[src/rtl/serial_subtractor_if.sv]
// rtl/serial_subtractor_if.sv - start/busy/done handshake and operand/result bundle for serial_subtractor
// Ovf is present only when SERIAL_SUB_OVF_EN is defined.
interface serial_subtractor_if #(
  parameter int WIDTH = 8
);
  logic             start;
  logic [WIDTH-1:0] A;
  logic [WIDTH-1:0] B;
  logic             busy;
  logic             done;
  logic [WIDTH-1:0] Diff;
  logic             Borrow;
`ifdef SERIAL_SUB_OVF_EN
  logic             Ovf;
`endif

`ifdef SERIAL_SUB_OVF_EN
  modport master (output start, A, B, input busy, done, Diff, Borrow, Ovf);
  modport slave  (input start, A, B, output busy, done, Diff, Borrow, Ovf);
`else
  modport master (output start, A, B, input busy, done, Diff, Borrow);
  modport slave  (input start, A, B, output busy, done, Diff, Borrow);
`endif
endinterface

[src/rtl/serial_subtractor.sv]
// rtl/serial_subtractor.sv - bit-serial LSB-first A - B through one full-adder cell (A + ~B + 1)
// SERIAL_SUB_OVF_EN adds the registered signed-overflow output Ovf.
module serial_subtractor #(
  parameter int WIDTH = 8
) (
  input  logic               clk,
  input  logic               rst_n,
  serial_subtractor_if.slave sub
);
  localparam int CW = $clog2(WIDTH) + 1;

  typedef enum logic [1:0] {IDLE, SHIFT, DONE} state_t;

  state_t           state;
  logic [WIDTH-1:0] sh_a;
  logic [WIDTH-1:0] sh_b;
  logic [WIDTH-1:0] res;
  logic             carry;
  logic [CW-1:0]    cnt;
  logic             nb;
  logic             s;
  logic             c_next;
`ifdef SERIAL_SUB_OVF_EN
  logic             a_msb;
  logic             b_msb;
`endif

  always_comb begin
    nb     = ~sh_b[0];
    s      = sh_a[0] ^ nb ^ carry;
    c_next = (sh_a[0] & nb) | (carry & (sh_a[0] ^ nb));
  end

  always_ff @(posedge clk or negedge rst_n) begin
    if (!rst_n) begin
      state      <= IDLE;
      sh_a       <= '0;
      sh_b       <= '0;
      res        <= '0;
      carry      <= 1'b0;
      cnt        <= '0;
      sub.busy   <= 1'b0;
      sub.done   <= 1'b0;
      sub.Diff   <= '0;
      sub.Borrow <= 1'b0;
`ifdef SERIAL_SUB_OVF_EN
      a_msb      <= 1'b0;
      b_msb      <= 1'b0;
      sub.Ovf    <= 1'b0;
`endif
    end else begin
      case (state)
        IDLE: begin
          sub.done <= 1'b0;
          sub.busy <= sub.start;
          if (sub.start) begin
            sh_a  <= sub.A;
            sh_b  <= sub.B;
            carry <= 1'b1;
            cnt   <= '0;
            state <= SHIFT;
`ifdef SERIAL_SUB_OVF_EN
            // operand MSBs are shifted out before DONE, so keep them for Ovf
            a_msb <= sub.A[WIDTH-1];
            b_msb <= sub.B[WIDTH-1];
`endif
          end
        end
        SHIFT: begin
          carry <= c_next;
          sh_a  <= sh_a >> 1;
          sh_b  <= sh_b >> 1;
          res   <= {s, res[WIDTH-1:1]};
          cnt   <= cnt + 1'b1;
          if (cnt == CW'(WIDTH - 1)) begin
            state <= DONE;
          end
        end
        DONE: begin
          sub.Diff   <= res;
          sub.Borrow <= ~carry;
          sub.done   <= 1'b1;
`ifdef SERIAL_SUB_OVF_EN
          sub.Ovf    <= (a_msb != b_msb) && (res[WIDTH-1] != a_msb);
`endif
          state      <= IDLE;
        end
        default: begin
          state <= IDLE;
        end
      endcase
    end
  end
endmodule

[src/flat_wrapper.sv]
// flat-port wrapper written by rule: the top's interface ports become plain ports
module serial_subtractor_flat 
#(
  parameter int WIDTH = 8
)
  (clk, rst_n, sub_start, sub_A, sub_B, sub_busy, sub_done, sub_Diff, sub_Borrow);
  serial_subtractor_if #(.WIDTH(WIDTH)) sub_i ();
  input  logic clk;
  input  logic rst_n;
  input wire logic [$bits(sub_i.start)-1:0] sub_start;
  input wire logic [$bits(sub_i.A)-1:0] sub_A;
  input wire logic [$bits(sub_i.B)-1:0] sub_B;
  output wire logic [$bits(sub_i.busy)-1:0] sub_busy;
  output wire logic [$bits(sub_i.done)-1:0] sub_done;
  output wire logic [$bits(sub_i.Diff)-1:0] sub_Diff;
  output wire logic [$bits(sub_i.Borrow)-1:0] sub_Borrow;
  assign sub_i.start = sub_start;
  assign sub_i.A = sub_A;
  assign sub_i.B = sub_B;
  assign sub_busy = sub_i.busy;
  assign sub_done = sub_i.done;
  assign sub_Diff = sub_i.Diff;
  assign sub_Borrow = sub_i.Borrow;
  serial_subtractor #(.WIDTH(WIDTH)) u_core (.clk(clk), .rst_n(rst_n), .sub(sub_i));
endmodule
[config.mk]
export PLATFORM = sky130hd
export DESIGN_NAME = serial_subtractor_flat
export DESIGN_NICKNAME = d
export VERILOG_FILES = /design/src/rtl/serial_subtractor_if.sv /design/src/rtl/serial_subtractor.sv /design/src/flat_wrapper.sv
export SDC_FILE = /design/constraint.sdc
export NUM_CORES = 1
export LEC_CHECK = 0
export CAP_MARGIN = 10
export CELL_PAD_IN_SITES_DETAIL_PLACEMENT = 1
export CELL_PAD_IN_SITES_GLOBAL_PLACEMENT = 2
export CORE_UTILIZATION = 33
export CTS_BUF_LIST = sky130_fd_sc_hd__clkbuf_16
export DETAILED_ROUTE_END_ITERATION = 6
export GPL_TIMING_DRIVEN = 0
export PLACE_DENSITY_LB_ADDON = 0.15
export SYNTH_ARGS = -nofsm -noshare
export SYNTH_HDL_FRONTEND = slang
export SYNTH_SLANG_ARGS = --single-unit
[constraint.sdc]
create_clock -name clk -period 1.4 [get_ports clk]
set_input_delay 0.28 -clock clk [delete_from_list [all_inputs] [get_ports clk]]
set_output_delay 0.28 -clock clk [all_outputs]
set_load 0.05 [all_outputs]
# Yosys cells after proc, flatten, opt, wreduce, memory -nomap -nowiden
# Index checks and enable logic that the tools add are counted.
# op_classes
n_bitwise,7
n_reduce_logical,5
n_eq_ne,5
mux,12
add_sub_neg,1
# ops
op,count
$pmux W8 S2,2
$mux W8,2
$pmux W4 S2,1
$add A4 B1 Y4 const B,1
$eq A4 B3 Y1 const B,1
$mux W2,2
$mux W4,1
$pmux W1 S2,2
$pmux W2 S2,1
$reduce_and A2 Y1,2
$reduce_bool A2 Y1,2
$and A1 B1 Y1,2
$eq A2 B1 Y1 const B,1
$eq A2 B2 Y1 const B,1
$logic_not A2 Y1,1
$ne A2 B1 Y1 const B,1
$ne A2 B2 Y1 const B,1
$not A1 Y1,2
$xor A1 B1 Y1,2
$mux W1,1
$or A1 B1 Y1,1
# totals
wordCells,40
out_inout_bits,11
inputBits,19
register_bits,42

# Logic depth before layout (Yosys ltp)
# Gate-level depths: netlist (run 1).
# depth
word_depth,5
mapped_depth,5
mapped_depth_nobuf,4

# Worst setup path after synthesis (run 1)
# No wires, ideal clock.
# synth_timing
path_type,register to register
start,reg u_core.state[1]
end,reg u_core.sh_b[1]
t_required_ns,1.279
period_less_slack_ns,1.255
slack_ns,0.145
setup_time_ns,0.121
arrival_ns,1.135
stages_incl_launch_ff,5
path_buffers,1
cell_sequence,dfrtp_1 -> or3b_4 -> buf_6 -> o22ai_1 -> nor2_1
# synth_between
elab_chain_cells,3
# synth_lines
element,line,source
from (decl),serial_subtractor.sv:14,state_t state;
from (signal assigned),serial_subtractor.sv:36,state <= IDLE;
from (signal assigned),serial_subtractor.sv:61,state <= SHIFT;
from (signal assigned),serial_subtractor.sv:76,state <= DONE;
$eq A2 B1 Y1 or $logic_not A2 Y1 (tied branches),serial_subtractor.sv:52,case (state)
$reduce_bool A2 Y1 (no line) or $ne A2 B2 Y1 (tied branches),--,
$reduce_and A2 Y1 (no line),--,
to (signal assigned),serial_subtractor.sv:58,sh_b <= sub.B;
to (signal assigned),serial_subtractor.sv:72,sh_b <= sh_b >> 1;
to (decl),serial_subtractor.sv:16,logic [WIDTH-1:0] sh_b;
# Several ways; a longest one is shown, not always the timed one.
# A chain may end at the register's enable or synchronous reset.

# Worst setup path after layout (run 1)
# layout_timing
start,reg u_core.state[0]
end,reg u_core.sh_b[1]
# Same word-level chain as after synthesis.

==> impl_summary.txt, run 1 <==
----------------------------------------------------
[Status]
  Outcome ... finished, final reports clean

[Critical path]
  CP Capture Type ... flip-flop
  Data required, critical path ... around 1.6 ns
  Biggest cell delay along the critical path ... around 0.45 ns
  Largest fanout on the critical path ... 10
  Class of the most critical setup path ... reg2reg
  CP max stage cell ... sky130_fd_sc_hd__dfrtp_2
  Arrival time of the worst setup path ... 1.54 ns
  Critical path cell sequence ... or3b_4, buf_6, o22ai_1, nor2_1
  Startpoint type of the worst setup path ... flip-flop

[Synthesis]
  Fraction of registers with async set or reset after synthesis ... 100%
  Netlist cell types ... 25
  Sequential cell area fraction in the yosys report ... approximately 59%
  Register bit total from synthesis ... 42
  Predominant post-synthesis flop cell ... sky130_fd_sc_hd__dfrtp_1
  Average instance area after synthesis ... roughly 11 um2
  Synthesized Nets ... around 180
  Synthesized netlist cell count ... 162
  Synth warnings ... 0
  Number of enable flip-flop cells after synthesis ... 0
  Synth Cell Area ... around 1800 um2

[Run]
  Number of max-cap violations ... 0

[Route]
  Antenna-violating nets left ... 0
  Routed len/inst ... about 14 um
  Drc violations ... 0
  First-pass DRT Iterations ... 4
  Detail-routed via count per cell ... 4.86
  Total Routed Length ... about 4.0 mm
  Vias after detailed routing ... ~1300
  Violation count after the first detailed-route iteration ... between 40 and 50

[Pwr]
  Worst vdd ir ... approximately 0.74 mV
  Leak pwr ... between 1 and 1.5 nW
  Ratio of total power to cell area ... ~2300 nW/um2

[Place]
  Placed Cells ... approximately 260
  Placer Congestion ... 0.763
  Buffers on Ports ... 29
  Estimated wirelength of the detail-placed design ... approximately 2.8 mm

[Clock tree]
  TritonCTS clock tree ... yes
  Root buffer selected by CTS ... sky130_fd_sc_hd__clkbuf_16
  Clock-pin slew reported for the worst setup and hold paths after clock tree synthesis ... roughly 0.060 ns
  Maximum buffer depth of the clock tree ... 2
  Clock buffers created by TritonCTS ... 5
  Max H-tree Level ... 2
  Worst-skew pair later-pin latency ... ~0.28 ns
  Total clock sinks ... 42

[Floorplanning]
  Number of standard-cell rows in the floorplan ... 26
  Starting Density ... 34.4%
  Die height ... approximately 75 um
  Area of the die ... 5650 um2
  Area of the placeable core ... around 5000 um2
  Number of I/O pins ... 30
  Horizontal die dimension ... 75.2 um

[Cells and area]
  Antenna fix cells ... 0
  Final core utilization ... 46.0%
  Filler-free cell count of the finished design ... approximately 270
  Net count, final ... around 220
  Fraction of layout instances using a drive strength above 1 ... a little over a quarter
  Area added between synthesis and finish ... 33.8%
  Fill cells ... around 600

[STA]
  Final period utilization ... a little over nine tenths
  Final Skew ... 0.00216 ns
  Final worst path period need ... between 1 and 1.5 ns
  Final hold violation count ... 0
  Maximum clock frequency ... 731 MHz
  Headroom to the max-slew limit ... around 76%
  Worst slew pin tran ... 0.364 ns
  Setup TNS ... 0 ns
  Final setup violation count ... 0
  Slew Limit Fails ... 0

[Global route]
  Largest net degree at the start of global routing ... between 40 and 50
  Tot GR Track Use ... roughly 17%
  Initial antenna violation count ... 0
  First-pass GRT wire length ... ~6.7 mm
  Number of global-route vias before repair ... about 1400
  Congestion Overflow GR ... 0

[Worst hold path]
  Worst min path class ... in2async

----------------------------------------------------
==> where the power goes <==
part           internal, mW  switching [mW]  total [mW]
clock network         0.660           0.473        1.13
logic                 0.941            1.31        2.25
registers              1.76           0.382        2.14
==> per-stage QoR <==
step	power, mW	cell area [um2]	hold WS [ns]	setup WS, ns
6_report	5.52	2360	0.328	0.0321
2_1_floorplan	3.68	1770	-0.0156	0.145
3_5_place_dp	4.42	2160	0.0799	-0.295
3_3_place_gp	4.30	2150	0.456	-1.01
5_1_grt	5.94	2360	0.331	-0.0150
4_1_cts	5.55	2340	0.324	0.00942
==> synth_stat cells, types with 2 or more instances <==
library cell / number / area (um2)
sky130_fd_sc_hd__dfrtp_1: 42 / 1050
sky130_fd_sc_hd__nand2_1: 35 / 131
sky130_fd_sc_hd__nor2_1: 26 / 97.6
sky130_fd_sc_hd__o22ai_2: 10 / 125
sky130_fd_sc_hd__mux2_2: 8 / 90.1
sky130_fd_sc_hd__o21ai_0: 7 / 35.0
sky130_fd_sc_hd__buf_2: 6 / 30.0
sky130_fd_sc_hd__nand3_1: 4 / 20.0
sky130_fd_sc_hd__o22ai_1: 4 / 25.0
sky130_fd_sc_hd__a21oi_1: 2 / 10.0
sky130_fd_sc_hd__buf_6: 2 / 22.5
sky130_fd_sc_hd__inv_1: 2 / 7.51
sky130_fd_sc_hd__nand2b_1: 2 / 12.5
==> layout make-up <==
cell class	count	area, um2	area share (%)
buffer	9	66.3	2.80
clock buffer	5	125	5.29
clock inverter	3	21.3	0.899
inverter	2	7.51	0.317
multi-input combinational	109	649	27.5
sequential	42	1050	44.6
tap	70	87.6	3.70
timing repair buffer	34	354	15.0
==> cells by family (layout without fill, tap and decap cells) <==
family,after synthesis,in the layout,synth area share [%]
buffers and inverters,11,53,3.82
DFF,42,42,59.4
AOI/OAI and AO/OA,26,26,12.4
and+or+nand+nor,72,72,16.8
adders and majority gates,2,2,1.84
muxes,9,9,5.66
==> path summary, 6_finish.rpt <==
check	startpoint	cells after the start	slack, ns	end
setup reg to reg	u_core.state[0]	4	0.03	u_core.sh_b[1]
hold reg to reg	u_core.res[0]	2	0.48	u_core.res[0]
hold / removal	rst_n	2	0.33	u_core.sh_b[5]
setup / recovery	u_core.state[0]	4	0.03	u_core.sh_b[1]
max in group asynchronous	rst_n	3	0.65	u_core.state[0]
min in group clk	sub_start	4	0.46	u_core.sh_b[7]
==> layout by cell type (no fill, tap or decap), drive strengths merged <==
| master | netlist | routed |
|---|---|---|
| a21oi | 2 | 2 |
| a31oi | 1 | 1 |
| buf | 9 | 13 |
| clkbuf | 0 | 6 |
| clkdlybuf4s15 | 0 | 11 |
| clkdlybuf4s50 | 0 | 16 |
| clkinv | 0 | 2 |
| clkinvlp | 0 | 1 |
| dfrtp | 42 | 42 |
| dlygate4sd3 | 0 | 1 |
| dlymetal6s2s | 0 | 1 |
| fa | 1 | 1 |
| ha | 1 | 1 |
| inv | 2 | 2 |
| mux2 | 8 | 8 |
| mux2i | 1 | 1 |
| nand2 | 35 | 35 |
| nand2b | 2 | 2 |
| nand3 | 4 | 4 |
| nand4 | 1 | 1 |
| nor2 | 26 | 26 |
| nor2b | 1 | 1 |
| nor3 | 1 | 1 |
| nor3b | 1 | 1 |
| o21a | 1 | 1 |
| o21ai | 7 | 7 |
| o21ba | 1 | 1 |
| o22ai | 14 | 14 |
| or3b | 1 | 1 |
==> critical path: cells and delay by family, from the launching register on <==
| family | cells | cell delay [ns] |
|---|---|---|
| AO/OA/AOI/OAI | 1 | 0.14 |
| AND/OR/NAND/NOR | 2 | 0.51 |
| buffers and inverters | 1 | 0.16 |
| flip-flops | 1 | 0.45 |
==> metal layers <==
metal	global-route usage [%]	wire length [um]	vias up
met1	20.5	1790	673
li1	-	-	625
met5	0	0	-
met4	5.56	28	0
met3	5.22	183	4
met2	27.4	1960	30
==> flip-flops by register name, indices dropped and copies added (netlist names) <==
name / flops
u_core.res: 8
u_core.sub.Borrow: 1
u_core.sub.done: 1
u_core.sub.busy: 1
u_core.carry: 1
u_core.sub.Diff: 8
u_core.sh_a: 8
u_core.cnt: 4
u_core.sh_b: 8
u_core.state: 2
==> timing repair <==
item,in CTS,in global routing
pin swaps,0,1
setup buffers,1,2
setup endpoints to repair,17,20
hold buffers,1,0
endpoints found under the hold margin,42,0
cloned,0,0
gates resized for setup,34,4
(Power assumes the default switching activity.)
==> run 2: changes to the inputs <==
--- a/config.mk
+++ b/config.mk
@@ -8,9 +8,11 @@
 export CAP_MARGIN = 10
 export CELL_PAD_IN_SITES_DETAIL_PLACEMENT = 1
 export CELL_PAD_IN_SITES_GLOBAL_PLACEMENT = 2
+export CORE_MARGIN = 2
 export CORE_UTILIZATION = 33
 export CTS_BUF_LIST = sky130_fd_sc_hd__clkbuf_16
 export DETAILED_ROUTE_END_ITERATION = 6
+export GPL_ROUTABILITY_DRIVEN = 0
 export GPL_TIMING_DRIVEN = 0
 export PLACE_DENSITY_LB_ADDON = 0.15
 export SYNTH_ARGS = -nofsm -noshare
==> impl_summary.txt, run 2 (synthesized netlist as in run 1, its figures left out) <==
----------------------------------------------------
[Status]
  Outcome ... finished, final reports clean

[STA]
  Maximum clock frequency ... 741 MHz (+1.3%)
  Headroom to the max-slew limit ... 71.1% (-4.6 points)
  Post-Route Hold Slack ... 0.456 ns (+0.128 ns)
  Final Skew ... 0.00284 ns (+0.000680 ns)
  Worst slew pin tran ... 0.433 ns (+0.0694 ns)
  Slew Limit Fails ... 0 (unchanged)
  Final hold violation count ... 0 (unchanged)
  Final period utilization ... 96.5% (-1.3 points)
  Final setup violation count ... 0 (unchanged)
  Setup repair after global routing missed its margin ... no
  Final worst path period need ... 1.35 ns (-0.0176 ns)

[Floorplanning]
  Number of I/O pins ... 30 (unchanged)
  Area of the placeable core ... 5140 um2 (unchanged)
  Starting Density ... 34.4% (unchanged)
  Number of standard-cell rows in the floorplan ... 26 (unchanged)
  Horizontal die dimension ... 77.2 um (+2.7%)
  Die height ... 77.2 um (+2.7%)
  Area of the die ... 5960 um2 (+5.4%)

[Critical path]
  Arrival time of the worst setup path ... 1.52 ns (-0.02 ns)
  Buf/Inv on CP ... 1 (unchanged)
  Biggest cell delay along the critical path ... 0.44 ns (about the same)
  Register-to-Register Path Depth ... 4 (unchanged)
  Launch point of the worst path ... u_core.state[0]
  Class of the most critical setup path ... reg2reg
  Data required, critical path ... 1.57 ns (about the same)
  Start of the worst register-to-register path ... u_core.state[0]
  Largest fanout on the critical path ... 10 (unchanged)
  Worst r2r dst ... u_core.sh_b[1]
  CP Capture Type ... flip-flop
  Top delay family on crit path ... simple AND/OR/NAND/NOR gates
  End point of the critical path ... u_core.sh_b[1]
  CP max stage cell ... sky130_fd_sc_hd__dfrtp_2
  Reg-to-reg setup timing slack ... 0.05 ns (+0.02 ns)
  Total number of cells along the worst setup path ... 4 (unchanged)
  Critical path cell sequence ... or3b_4, buf_6, o22ai_1, nor2_1
  Startpoint type of the worst setup path ... flip-flop

[Cells and area]
  Commonest cells after routing, fill and taps aside ... sky130_fd_sc_hd__dfrtp_1 (40), sky130_fd_sc_hd__nand2_1 (35), sky130_fd_sc_hd__nor2_1 (26)
  Filler-free cell count of the finished design ... 274 (unchanged)
  Antenna fix cells ... 0 (unchanged)
  Net count, final ... 224 (unchanged)
  Final core utilization ... 45.9% (-0.073 points)
  Area added between synthesis and finish ... 33.5%
  Most common cell after layout, fill and taps aside ... sky130_fd_sc_hd__dfrtp_1
  Fraction of layout instances using a drive strength above 1 ... 26.5% (-0.49 points)
  Fill cells ... 596 (-0.50%)

[Route]
  Violation count after the first detailed-route iteration ... 56 (+24%)
  Vias after detailed routing ... 1303 (-2.2%)
  Total Routed Length ... 3.98 mm (+0.53%)
  Detail-routed via count per cell ... 4.76 (-2.2%)
  Routed len/inst ... 14.5 um (+0.53%)
  Antenna-violating nets left ... 0 (unchanged)
  First-pass DRT Iterations ... 4 (unchanged)
  Drc violations ... 0 (unchanged)

[Clock tree]
  TritonCTS clock tree ... yes
  Root buffer selected by CTS ... sky130_fd_sc_hd__clkbuf_16
  Clock buffers created by TritonCTS ... 5 (unchanged)
  Max H-tree Level ... 2 (unchanged)
  Maximum buffer depth of the clock tree ... 2 (unchanged)
  Total clock sinks ... 42 (unchanged)
  Worst-skew pair later-pin latency ... 0.28 ns (about the same)
  Clock-pin slew reported for the worst setup and hold paths after clock tree synthesis ... 0.06 ns (about the same)

[Worst hold path]
  Depth of the worst hold-timing path ... 4
  Worst min path class ... in2reg

[Place]
  Buffers on Ports ... 29 (unchanged)
  Estimated wirelength of the detail-placed design ... 2.87 mm (+3.8%)
  Placed Cells ... 262 (unchanged)

[Pwr]
  Leak pwr ... 1.09 nW (+0.48%)
  Power after layout ... 5.52 mW (-0.13%)
  Ratio of total power to cell area ... 2340 nW/um2 (about the same)
  Worst vdd ir ... 0.858 mV (+17%)

[Global route]
  Tot GR Track Use ... 14.3% (-2.2 points)
  Congestion Overflow GR ... 0 (unchanged)
  Largest net degree at the start of global routing ... 27 (-36%)
  Initial antenna violation count ... 0 (unchanged)
  Number of global-route vias before repair ... 1371 (+1.4%)
  First-pass GRT wire length ... 6.63 mm (-0.42%)

[Run]
  Number of max-cap violations ... 0 (unchanged)

----------------------------------------------------
## run 2: routing by layer
layer / share of wire (%) / GRT usage (%) / up-vias
li1: - / - / 631
met3: 3.6 / 3.29 / 5
met4: 1.0 / 5.36 / 0
met5: 0 / 0 / -
met2: 49 / 23.0 / 18
met1: 47 / 18.8 / 649
## run 2: area by class of cell
class	count	area, um2	area share (%)
well taps	70	87.6	3.71
plain buffers	9	66.3	2.81
flip-flops and latches	42	1050	44.6
clock inverters	3	17.5	0.742
multi-input cells	109	649	27.5
repair buffers	34	354	15.0
inverters	2	7.51	0.318
clock buffers	5	125	5.30
## run 2: per-stage QoR
stage	setup slack (ns)	instance area [um2]	TNS (ns)
5_1_grt	0.00665	2360	0
2_1_floorplan	0.145	1770	0
6_report	0.0496	2360	0
3_3_place_gp	-1.02	2150	-48.06
3_5_place_dp	-0.297	2160	-5.26
4_1_cts	-0.00491	2330	-0.00491
## run 2: repair_timing
item	CTS	global route
hold buffers	1	0
endpoints found under the setup margin	12	20
resized for setup	33	5
pin swaps	0	1
hold endpoints to repair	16	0
setup buffers	0	3
## run 2: tightest hold or removal path, delay by kind of cell
kind	cells	cell delay (ns)
simple gates	3	0.28
buf+inv	1	0.14
## run 2: how the worst min path moves through the flow
stage / from / end
6_report: sub_start / u_core.sh_b[7]
5_1_grt: sub_start / u_core.sh_a[7]
4_1_cts: rst_n / u_core.sh_b[5]
3_5_place_dp: rst_n / u_core.sh_b[5]
3_3_place_gp: u_core.res[0] / u_core.res[0]
2_1_floorplan: rst_n / u_core.carry
## run 2: report_power, final
group	internal (mW)	switching, mW
Combinational	0.947	1.32
Clock	0.653	0.462
Sequential	1.76	0.379
Total	3.36	2.16
